### config.mk
export PLATFORM = sky130hd
export DESIGN_NAME = pll_ref_supervisor
export DESIGN_NICKNAME = d
export VERILOG_FILES = /design/src/rtl/pll_ref_supervisor.sv
export SDC_FILE = /design/constraint.sdc
export NUM_CORES = 1
export LEC_CHECK = 0
export CAP_MARGIN = 20
export CORE_MARGIN = 8
export CORE_UTILIZATION = 39
export CTS_BUF_LIST = sky130_fd_sc_hd__clkbuf_4 sky130_fd_sc_hd__clkbuf_8 sky130_fd_sc_hd__clkbuf_16
export DETAILED_ROUTE_END_ITERATION = 12
export SLEW_MARGIN = 20
export SYNTH_ARGS = -nofsm -noshare
export SYNTH_HDL_FRONTEND = slang
export SYNTH_SLANG_ARGS = --single-unit
### constraint.sdc
create_clock -name i_clki -period 1.91 [get_ports i_clki]
set_clock_uncertainty 0.05 [all_clocks]
set_input_delay 0.191 -clock i_clki [delete_from_list [all_inputs] [get_ports i_clki]]
set_output_delay 0.191 -clock i_clki [all_outputs]
set_load 0.02 [all_outputs]
### src/rtl/pll_ref_supervisor.sv
// pll_ref_supervisor
//   Control-plane companion for a PLL + reference-clock-select front end.
//   Holds the PLL in reset for a fixed time per attempt, waits for a qualified
//   lock, and requires a stable lock before raising READY. If lock is not
//   reached in time, or is lost while running, it fails over to the next
//   reference. After NUM_REFS*MAX_RETRIES consecutive failures it parks in FAULT
//   until RESTART.
//
//   Optional feature: define PLL_REF_REVERT_EN to build the revert-to-preferred
//   dwell counter. The default build (macro undefined) stays on the current
//   reference until it fails.
//
// Ports
//   i_clki        in   1      free-running control clock (never the PLL output)
//   i_rst         in   1      asynchronous active-high reset
//   i_lock_in     in   1      PLL LOCK, asynchronous to i_clki
//   i_pref_sel    in   SEL_W  preferred reference index, quasi-static
//   i_restart     in   1      single-cycle pulse; acted on only in S_FAULT
//   o_pll_rst     out  1      PLL reset
//   o_sel         out  SEL_W  reference-select mux control
//   o_ready       out  1      PLL output usable
//   o_fault       out  1      all references exhausted
//   o_switch_cnt  out  8      reference switches since reset, saturating
//   o_state       out  3      current FSM state (debug)
//
// Handshake: there is no valid/ready interface. i_restart is a one-cycle
// request pulse sampled on i_clki; it is ignored in every state but S_FAULT.

module pll_ref_supervisor #(
  parameter int NUM_REFS      = 2,
  parameter int SEL_W         = 1,
  parameter int RST_CYCLES    = 16,
  parameter int LOCK_TIMEOUT  = 4096,
  parameter int STABLE_CYCLES = 256,
  parameter int LOSS_FILT     = 4,
  parameter int MAX_RETRIES   = 2,
  parameter int REVERT_CYCLES = 65536
) (
  input  logic             i_clki,
  input  logic             i_rst,
  input  logic             i_lock_in,
  input  logic [SEL_W-1:0] i_pref_sel,
  input  logic             i_restart,
  output logic             o_pll_rst,
  output logic [SEL_W-1:0] o_sel,
  output logic             o_ready,
  output logic             o_fault,
  output logic [7:0]       o_switch_cnt,
  output logic [2:0]       o_state
);

  localparam int MAX_FAIL = NUM_REFS * MAX_RETRIES;
  localparam int RST_W    = $clog2(RST_CYCLES + 1);
  localparam int TO_W     = $clog2(LOCK_TIMEOUT + 1);
  localparam int STAB_W   = $clog2(STABLE_CYCLES + 1);
  localparam int LOSS_W   = $clog2(LOSS_FILT + 1);
  localparam int FAIL_W   = $clog2(MAX_FAIL + 1);

  localparam logic [RST_W-1:0]  RST_LAST  = RST_W'(RST_CYCLES - 1);
  localparam logic [TO_W-1:0]   TO_LAST   = TO_W'(LOCK_TIMEOUT - 1);
  localparam logic [STAB_W-1:0] STAB_LAST = STAB_W'(STABLE_CYCLES - 1);
  localparam logic [LOSS_W-1:0] LOSS_LAST = LOSS_W'(LOSS_FILT - 1);
  localparam logic [FAIL_W-1:0] FAIL_LAST = FAIL_W'(MAX_FAIL - 1);
  localparam logic [SEL_W:0]    NUM_REFS_X = (SEL_W + 1)'(NUM_REFS);
  localparam logic [SEL_W-1:0]  SEL_LAST  = SEL_W'(NUM_REFS - 1);

  typedef enum logic [2:0] {
    S_RST    = 3'd0,
    S_WAIT   = 3'd1,
    S_STABLE = 3'd2,
    S_RUN    = 3'd3,
    S_SWITCH = 3'd4,
    S_FAULT  = 3'd5
  } state_t;

  state_t              r_state;
  state_t              w_next;
  logic                r_lock_meta;
  logic                r_lock_s;
  logic [RST_W-1:0]    r_rst_cnt;
  logic [TO_W-1:0]     r_to_cnt;
  logic [STAB_W-1:0]   r_stab_cnt;
  logic [LOSS_W-1:0]   r_loss_cnt;
  logic [FAIL_W-1:0]   r_fail_cnt;
  logic [7:0]          r_switch_cnt;
  logic [SEL_W-1:0]    r_sel;
  logic [SEL_W-1:0]    r_sel_tgt;
  logic                r_pref_init;
  logic [SEL_W-1:0]    w_pref_clean;
  logic [SEL_W-1:0]    w_sel_adv;

`ifdef PLL_REF_REVERT_EN
  localparam int DWELL_W = $clog2(REVERT_CYCLES + 1);
  localparam logic [DWELL_W-1:0] DWELL_LAST = DWELL_W'(REVERT_CYCLES - 1);
  logic [DWELL_W-1:0]  r_dwell_cnt;
  logic [SEL_W-1:0]    r_pref;
`endif

  // Out-of-range preferred indices fall back to reference 0.
  assign w_pref_clean = ({1'b0, i_pref_sel} < NUM_REFS_X) ? i_pref_sel : '0;
  assign w_sel_adv    = (r_sel == SEL_LAST) ? '0 : r_sel + 1'b1;

  // Two-flop synchroniser; every decision below uses r_lock_s.
  always_ff @(posedge i_clki or posedge i_rst) begin
    if (i_rst) begin
      r_lock_meta <= 1'b0;
      r_lock_s    <= 1'b0;
    end else begin
      r_lock_meta <= i_lock_in;
      r_lock_s    <= r_lock_meta;
    end
  end

  always_ff @(posedge i_clki or posedge i_rst) begin
    if (i_rst) r_state <= S_RST;
    else       r_state <= w_next;
  end

  always_comb begin
    w_next = r_state;
    case (r_state)
      S_RST:    if (r_rst_cnt == RST_LAST) w_next = S_WAIT;
      S_WAIT: begin
        if (r_lock_s)                 w_next = S_STABLE;
        else if (r_to_cnt == TO_LAST) w_next = S_SWITCH;
      end
      S_STABLE: begin
        if (!r_lock_s)                     w_next = S_WAIT;
        else if (r_stab_cnt == STAB_LAST)  w_next = S_RUN;
      end
      S_RUN: begin
        if (!r_lock_s && (r_loss_cnt == LOSS_LAST)) w_next = S_SWITCH;
`ifdef PLL_REF_REVERT_EN
        else if ((r_sel != r_pref) && (r_dwell_cnt == DWELL_LAST)) w_next = S_RST;
`endif
      end
      // r_fail_cnt is compared before its increment in this same cycle.
      S_SWITCH: w_next = (r_fail_cnt == FAIL_LAST) ? S_FAULT : S_RST;
      S_FAULT:  if (i_restart) w_next = S_RST;
      default:  w_next = S_RST;
    endcase
  end

  always_ff @(posedge i_clki or posedge i_rst) begin
    if (i_rst) begin
      r_rst_cnt    <= '0;
      r_to_cnt     <= '0;
      r_stab_cnt   <= STAB_W'(1);
      r_loss_cnt   <= '0;
      r_fail_cnt   <= '0;
      r_switch_cnt <= 8'd0;
    end else begin
      if ((r_state == S_RST) && (w_next == S_RST)) r_rst_cnt <= r_rst_cnt + 1'b1;
      else                                         r_rst_cnt <= '0;

      // The timeout spans every WAIT visit of one attempt, so a drop out of
      // S_STABLE resumes where it left off.
      if (r_state == S_RST)
        r_to_cnt <= '0;
      else if ((r_state == S_WAIT) && (w_next == S_WAIT))
        r_to_cnt <= r_to_cnt + 1'b1;

      // Entry from S_WAIT already saw one locked cycle, hence the reload to 1.
      if ((r_state == S_STABLE) && (w_next == S_STABLE)) r_stab_cnt <= r_stab_cnt + 1'b1;
      else                                               r_stab_cnt <= STAB_W'(1);

      if ((r_state == S_RUN) && !r_lock_s) r_loss_cnt <= r_loss_cnt + 1'b1;
      else                                 r_loss_cnt <= '0;

      if (r_state == S_SWITCH)
        r_fail_cnt <= r_fail_cnt + 1'b1;
      else if ((w_next == S_RUN) && (r_state != S_RUN))
        r_fail_cnt <= '0;
      else if ((r_state == S_FAULT) && i_restart)
        r_fail_cnt <= '0;

      if ((r_state == S_SWITCH) && (r_switch_cnt != 8'hFF))
        r_switch_cnt <= r_switch_cnt + 8'd1;
    end
  end

  // r_sel_tgt is the reference for the next attempt. It is copied to the mux
  // only on the first S_RST cycle so the select never moves while the PLL runs.
  always_ff @(posedge i_clki or posedge i_rst) begin
    if (i_rst) begin
      r_pref_init <= 1'b0;
      r_sel_tgt   <= '0;
      r_sel       <= '0;
    end else begin
      if (!r_pref_init) begin
        r_pref_init <= 1'b1;
        r_sel_tgt   <= w_pref_clean;
      end else if ((r_state == S_FAULT) && i_restart) begin
        r_sel_tgt   <= w_pref_clean;
      end else if (r_state == S_SWITCH) begin
        r_sel_tgt   <= w_sel_adv;
`ifdef PLL_REF_REVERT_EN
      end else if ((r_state == S_RUN) && (w_next == S_RST)) begin
        r_sel_tgt   <= r_pref;
`endif
      end

      if ((r_state == S_RST) && (r_rst_cnt == '0))
        r_sel <= r_pref_init ? r_sel_tgt : w_pref_clean;
    end
  end

`ifdef PLL_REF_REVERT_EN
  always_ff @(posedge i_clki or posedge i_rst) begin
    if (i_rst) begin
      r_pref      <= '0;
      r_dwell_cnt <= '0;
    end else begin
      if (!r_pref_init || ((r_state == S_FAULT) && i_restart))
        r_pref <= w_pref_clean;

      if ((r_state == S_RUN) && (r_sel != r_pref)) r_dwell_cnt <= r_dwell_cnt + 1'b1;
      else                                         r_dwell_cnt <= '0;
    end
  end
`endif

  // Outputs decode the registered state; the async reset forces S_RST, so
  // PLL reset is asserted the moment i_rst rises.
  assign o_pll_rst    = (r_state == S_RST) || (r_state == S_SWITCH) || (r_state == S_FAULT);
  assign o_ready      = (r_state == S_RUN);
  assign o_fault      = (r_state == S_FAULT);
  assign o_sel        = r_sel;
  assign o_switch_cnt = r_switch_cnt;
  assign o_state      = r_state;

endmodule
==> results.py, run 1 <==
metrics = {
    "floorplan": {
        "rows": 28,
        "die_h_um": 94.6,
        "die-area_sq_mm": 0.00895,
        "start_util_pct": 40.5,
        "die_w_um": 94.6,
        "pin_count": 20,
        "coreArea_sq_mm": 0.00596,
    },
    "route": {
        "post-route-drc-count": 0,
        "antenna_left": 0,
        "first_pass_iters": 4,
        "first_iter_violations": 30,
        "wl_per_cell_um": 13.0,
        "routed_via_density": 4.88,
        "drt_wl_total_mm": 4.68,
        "vias": 1763,
    },
    "synthesis": {
        "synth-warning-count": 0,
        "synth-async-reset-ratio_pct": 100,
        "netlist_area_sq_mm": 0.00241,
        "ys_types": 49,
        "synth_seq_area_share_pct": 50.9,
        "avgSynthCellArea_sq_um": 10.6,
        "synth_top_flop_cell": "dfrtp_1",
        "postSynthCellCount": 227,
        "synth_nets": 243,
        "ys_ff_latch": 49,
        "synth-edff-count": 0,
    },
    "critical_path": {
        "cp-start-kind": "register",
        "startpoint": "r_stab_cnt[2]$_DFF_PP0_",
        "timing.rr.end": "r_rst_cnt[0]$_DFF_PP0_",
        "path_max_fanout": 6,
        "rr_worst_depth": 8,
        "crit_type": "reg2reg",
        "crit_path_end": "r_rst_cnt[0]$_DFF_PP0_",
        "arrival_ps": 2020,
        "r2r_start": "r_stab_cnt[2]$_DFF_PP0_",
        "endpoint_kind": "register",
        "reg2reg_setup_slack_ps": 50,
        "critPathRequiredTime_ps": 2070,
    },
    "global_route": {
        "grt_max_degree": 27,
        "grt_pass1_vias": 1777,
        "track_usage_pct": 11.6,
        "antenna_found_initial": 0,
        "grt_pass1_wl_mm": 8.15,
        "grt_overflow": 0,
    },
    "clocking": {
        "clk_path_buf_depth": 2,
        "cts_htree_levels": 2,
        "cts-root-buf": "clkbuf_8",
        "numCtsBuffers": 5,
        "cts_tree": "built",
        "clk_pin_slew_worst_paths_ps": 80,
        "clkSinkCount": 49,
        "clk_latency_ps": 300,
    },
    "finish": {
        "layout-drive-gt1-share_pct": 26.9,
        "final_area_sq_mm": 0.00318,
        "layout_common_cells": "dfrtp_1 (46), buf_4 (37), nor2_1 (19)",
        "area_growth_pct": 31.8,
        "post-route-util_pct": 53.4,
        "fin_nets": 301,
        "final_common_cell": "dfrtp_1",
        "n_antenna_cell": 0,
        "fill_cells": 551,
    },
    "sta": {
        "fin_crit_sh_pct": 97.4,
        "holdWs_ps": 221,
        "fin_ws_ps": 49.7,
        "hold_violations": 0,
        "finalSetupTns_ps": 0,
        "clock.fmax_mhz": 538,
        "grt_setup_unrepaired": "yes",
        "layout_min_cycle_time_ps": 1860,
        "slew_viol_final": 0,
        "setup_viol": 0,
    },
    "placed_design": {
        "hpwl_mm": 3.46,
        "pre_cts_ws_ps": -95.1,
        "dpl_cell_area_sq_mm": 0.00295,
        "gp_congestion": 0.772,
        "io_buffers": 19,
    },
    "power": {
        "p_per_area_mw_per_mm2": 1000,
        "ir_drop_mv": 0.551,
        "power_leakage_nw": 1.42,
    },
    "worst_hold_path": {
        "hold_class": "in2async",
    },
    "flow_run": {
        "maxCapViolations": 0,
    },
    "run_status": {
        "outcome": "finished clean",
    },
}
kinds of logic after synthesis:
| group | after synthesis | share of synthesized area [%] |
|---|---|---|
| mux | 6 | 2.59 |
| compound gates | 21 | 5.45 |
| xor+xnor | 24 | 8.72 |
| buf+inv | 16 | 3.16 |
| other cells | 1 | 0.156 |
| fa+ha+maj | 11 | 5.71 |
| flops | 49 | 50.9 |
| simple gates | 99 | 23.3 |
state kept, by name, summed over array words and instances, names as in the netlist:
signal and flops:
o_sel 1, o_state 3, o_switch_cnt 8, r_fail_cnt 3, r_lock_meta 1, r_lock_s 1
r_loss_cnt 3, r_pref_init 1, r_rst_cnt 5, r_sel_tgt 1, r_stab_cnt 9, r_to_cnt 13
stage by stage:
stage	power (mW)	cells
4_1_cts	3.11	355
2_1_floorplan	1.90	227
5_1_grt	3.38	361
3_3_place_gp	2.32	346
6_report	3.18	361
3_5_place_dp	2.33	346
routing by layer:
metal / up-vias / global-route usage (%) / wire length [um]
met5: - / 0 / 0
met4: 0 / 3.90 / 65
met3: 6 / 2.94 / 115
met2: 10 / 19.9 / 2320
met1: 851 / 13.7 / 2180
li1: 896 / - / -
power by group:
| group | switching [mW] | leakage (nW) | total [mW] | internal, mW |
|---|---|---|---|---|
| sequential | 0.0924 | 0.653 | 1.24 | 1.15 |
| combinational | 0.598 | 0.705 | 1.17 | 0.568 |
| clock | 0.326 | 0.0619 | 0.767 | 0.441 |
final cells by class:
type                       instances  area, sq um  area share (%)
multi-input combinational        162         1190            37.6
sequential                        49         1230            38.7
inverter                           9         33.8            1.06
timing repair buffer              58          505            15.9
tap                               75         93.8            2.95
clock inverter                     1         30.0           0.945
clock buffer                       7         90.1            2.83
synth_stat cells (5+ instances only):
| cell type | instances | share of area (%) |
|---|---|---|
| xnor2_1 | 15 | 5.4 |
| nand2_1 | 18 | 2.8 |
| and3_1 | 5 | 1.3 |
| nand3_1 | 12 | 2.5 |
| nor3_1 | 9 | 1.9 |
| xor2_1 | 9 | 3.3 |
| a21oi_1 | 5 | 1.0 |
| inv_1 | 9 | 1.4 |
| dfrtp_1 | 48 | 50 |
| ha_1 | 11 | 5.7 |
| o21ai_0 | 5 | 1.0 |
| nor2_1 | 21 | 3.3 |
what timing repair did:
item	in CTS	in global routing
buffers inserted	2	6
pin swaps	8	5
hold buffers	0	0
gates resized for setup	6	7
endpoints found under the setup margin	10	19
worst min path at each step:
stage | from | to | slack (ps) | depth (start not counted)
3_5_place_dp | r_lock_meta$_DFF_PP0_ | r_lock_s$_DFF_PP0_ | 290 | 0
5_1_grt | i_rst | r_to_cnt[2]$_DFFE_PP0P_ | 250 | 3
2_1_floorplan | i_lock_in | r_lock_meta$_DFF_PP0_ | 170 | 0
6_report | i_rst | r_stab_cnt[2]$_DFF_PP0_ | 220 | 3
4_1_cts | i_rst | r_stab_cnt[2]$_DFF_PP0_ | 230 | 3
3_3_place_gp | r_lock_meta$_DFF_PP0_ | r_lock_s$_DFF_PP0_ | 290 | 0
worst max-delay path: stages, from the launching register on:
cell and delay [ps]:
dfrtp_1 380, and3_4 180, and2_4 130, and4_1 150, ha_2 190, nor2_4 130
nor2_2 60, or3_4 390, nor3_2 120
Power figures use the tool's default switching activity.
==> run 2: changes to the inputs <==
- CTS_CLUSTER_DIAMETER: default -> 120
- REMOVE_ABC_BUFFERS: default -> 1
==> results.py, run 2 (synthesis results as in run 1) <==
metrics = {
    "floorplan": {
        "rows": 28,
        "die_w_um": 94.6,
        "start_util_pct": 40.5,
        "die_h_um": 94.6,
        "coreArea_sq_mm": 0.00596,
        "die-area_sq_mm": 0.00895,
        "pin_count": 20,
    },
    "global_route": {
        "met2_usage_pct": 17.7,
        "track_usage_pct": 11.3,
        "grt_pass1_vias": 1763,
        "grt_busiest_layer": "met2",
        "met1_usage_pct": 15.3,
        "grt_max_degree": 31,
        "grt_pass1_wl_mm": 8.21,
        "gr-usage-met3_pct": 2.30,
        "grt_overflow": 0,
        "antenna_found_initial": 0,
    },
    "critical_path": {
        "arrival_ps": 2020,
        "endpoint_kind": "register",
        "path_max_fanout": 3,
        "critPathRequiredTime_ps": 2050,
        "crit_slowest_cell": "or4b_4",
        "cp.buffers_inverters": 0,
        "crit_chain": "or4b_4 -> or3_4 -> nor2_4 -> nand3_2 -> mux2i_1",
        "rr_worst_depth": 5,
        "cpLargestDelayFamily": "simple AND/OR/NAND/NOR gates",
        "r2r_start": "r_lock_s$_DFF_PP0_",
        "timing.rr.end": "r_to_cnt[10]$_DFFE_PP0P_",
        "cp-start-kind": "register",
        "crit_type": "reg2reg",
        "cp.depth": 5,
        "cp_slowest_stage_delay_ps": 570,
        "reg2reg_setup_slack_ps": 40,
    },
    "route": {
        "post-route-drc-count": 0,
        "routed_via_density": 4.80,
        "first_iter_violations": 49,
        "drt_wl_total_mm": 4.78,
        "vias": 1746,
        "antenna_left": 0,
        "first_pass_iters": 4,
        "wl_per_cell_um": 13.1,
    },
    "finish": {
        "n_antenna_cell": 0,
        "fin_nets": 304,
        "final_common_cell": "dfrtp_1",
        "fill_cells": 546,
        "largest-register": "r_to_cnt",
        "layout-drive-gt1-share_pct": 27.0,
        "layout_common_cells": "dfrtp_1 (48), buf_4 (40), nor2_1 (19)",
        "largest_reg_flops": 13,
        "post-route-util_pct": 53.5,
        "area_growth_pct": 32.1,
    },
    "sta": {
        "holdWs_ps": 155,
        "setup_viol": 0,
        "clock.fmax_mhz": 534,
        "layout_min_cycle_time_ps": 1870,
        "slew_viol_final": 0,
        "fin_crit_sh_pct": 98.1,
        "grt_setup_unrepaired": "yes",
        "hold_violations": 0,
    },
    "power": {
        "ir_drop_mv": 0.645,
        "power_leakage_nw": 1.44,
        "p_per_area_mw_per_mm2": 980,
    },
    "clocking": {
        "cts_htree_levels": 2,
        "cts-root-buf": "clkbuf_8",
        "hold_buffers": 0,
        "clk_pin_slew_worst_paths_ps": 90,
        "numCtsBuffers": 5,
        "cts_tree": "built",
        "clkSinkCount": 49,
        "clk_path_buf_depth": 2,
        "clk_latency_ps": 300,
    },
    "run_status": {
        "outcome": "finished clean",
    },
    "flow_run": {
        "maxCapViolations": 0,
    },
    "worst_hold_path": {
        "hold_class": "in2async",
    },
    "placed_design": {
        "hpwl_mm": 3.50,
        "io_buffers": 19,
        "gp_congestion": 0.753,
    },
}
run 2: cell count changes in the layout (fill, tap and decap cells not counted), moves of 2 or more:
cell | before | now
dlygate4sd2_1 | 2 | 0
dfrtp_2 | 2 | 0
dfrtp_1 | 46 | 48
buf_4 | 37 | 40
run 2: layout make-up:
| class | count | area (sq um) | area share (%) |
|---|---|---|---|
| multi-input combinational | 162 | 1180 | 37.1 |
| tap | 75 | 93.8 | 2.95 |
| sequential | 49 | 1230 | 38.5 |
| timing repair buffer | 61 | 528 | 16.6 |
| inverter | 9 | 33.8 | 1.06 |
| clock buffer | 6 | 82.6 | 2.59 |
| clock inverter | 2 | 37.5 | 1.18 |
run 2: through the flow:
step	instances	power (mW)	worst slack (ps)	area, sq um	setup TNS [ps]
2_1_floorplan	220	1.77	-132	2370	-1050
3_3_place_gp	352	2.29	-140	2960	-716
3_5_place_dp	352	2.29	-175	2960	-869
4_1_cts	363	3.13	5.77	3140	0
5_1_grt	364	3.32	-39.9	3180	-40.9
6_report	364	3.12	37.2	3180	0
run 2: metal layers:
layer | vias up | part of all wire [%]
met5 | - | 0
met4 | 0 | 1.0
met3 | 4 | 2.6
met2 | 15 | 45
met1 | 826 | 51
li1 | 901 | -
run 2: power breakdown:
part / switching [mW] / internal [mW] / leakage [nW]
sequential: 0.0826 / 1.15 / 0.656
combinational: 0.582 / 0.529 / 0.729
clock: 0.354 / 0.426 / 0.0574
total: 1.02 / 2.10 / 1.44
run 2: how the worst max path moves through the flow:
stage	endpoint	startpoint	slack (ps)
5_1_grt	r_to_cnt[10]$_DFFE_PP0P_	o_state[1]$_DFF_PP0_	-40
4_1_cts	r_rst_cnt[0]$_DFF_PP0_	r_stab_cnt[2]$_DFF_PP0_	6
6_report	r_to_cnt[10]$_DFFE_PP0P_	r_lock_s$_DFF_PP0_	40
3_5_place_dp	r_rst_cnt[2]$_DFF_PP0_	r_stab_cnt[4]$_DFF_PP0_	-170
3_3_place_gp	r_rst_cnt[3]$_DFF_PP0_	r_stab_cnt[4]$_DFF_PP0_	-140
2_1_floorplan	r_to_cnt[10]$_DFFE_PP0P_	o_state[1]$_DFF_PP0_	-130
run 2: what timing repair did:
action | CTS | global route
gates resized for setup | 12 | 12
hold endpoints to repair | 0 | 0
pin swaps | 9 | 6
setup endpoints to repair | 9 | 25
buffers inserted | 3 | 1
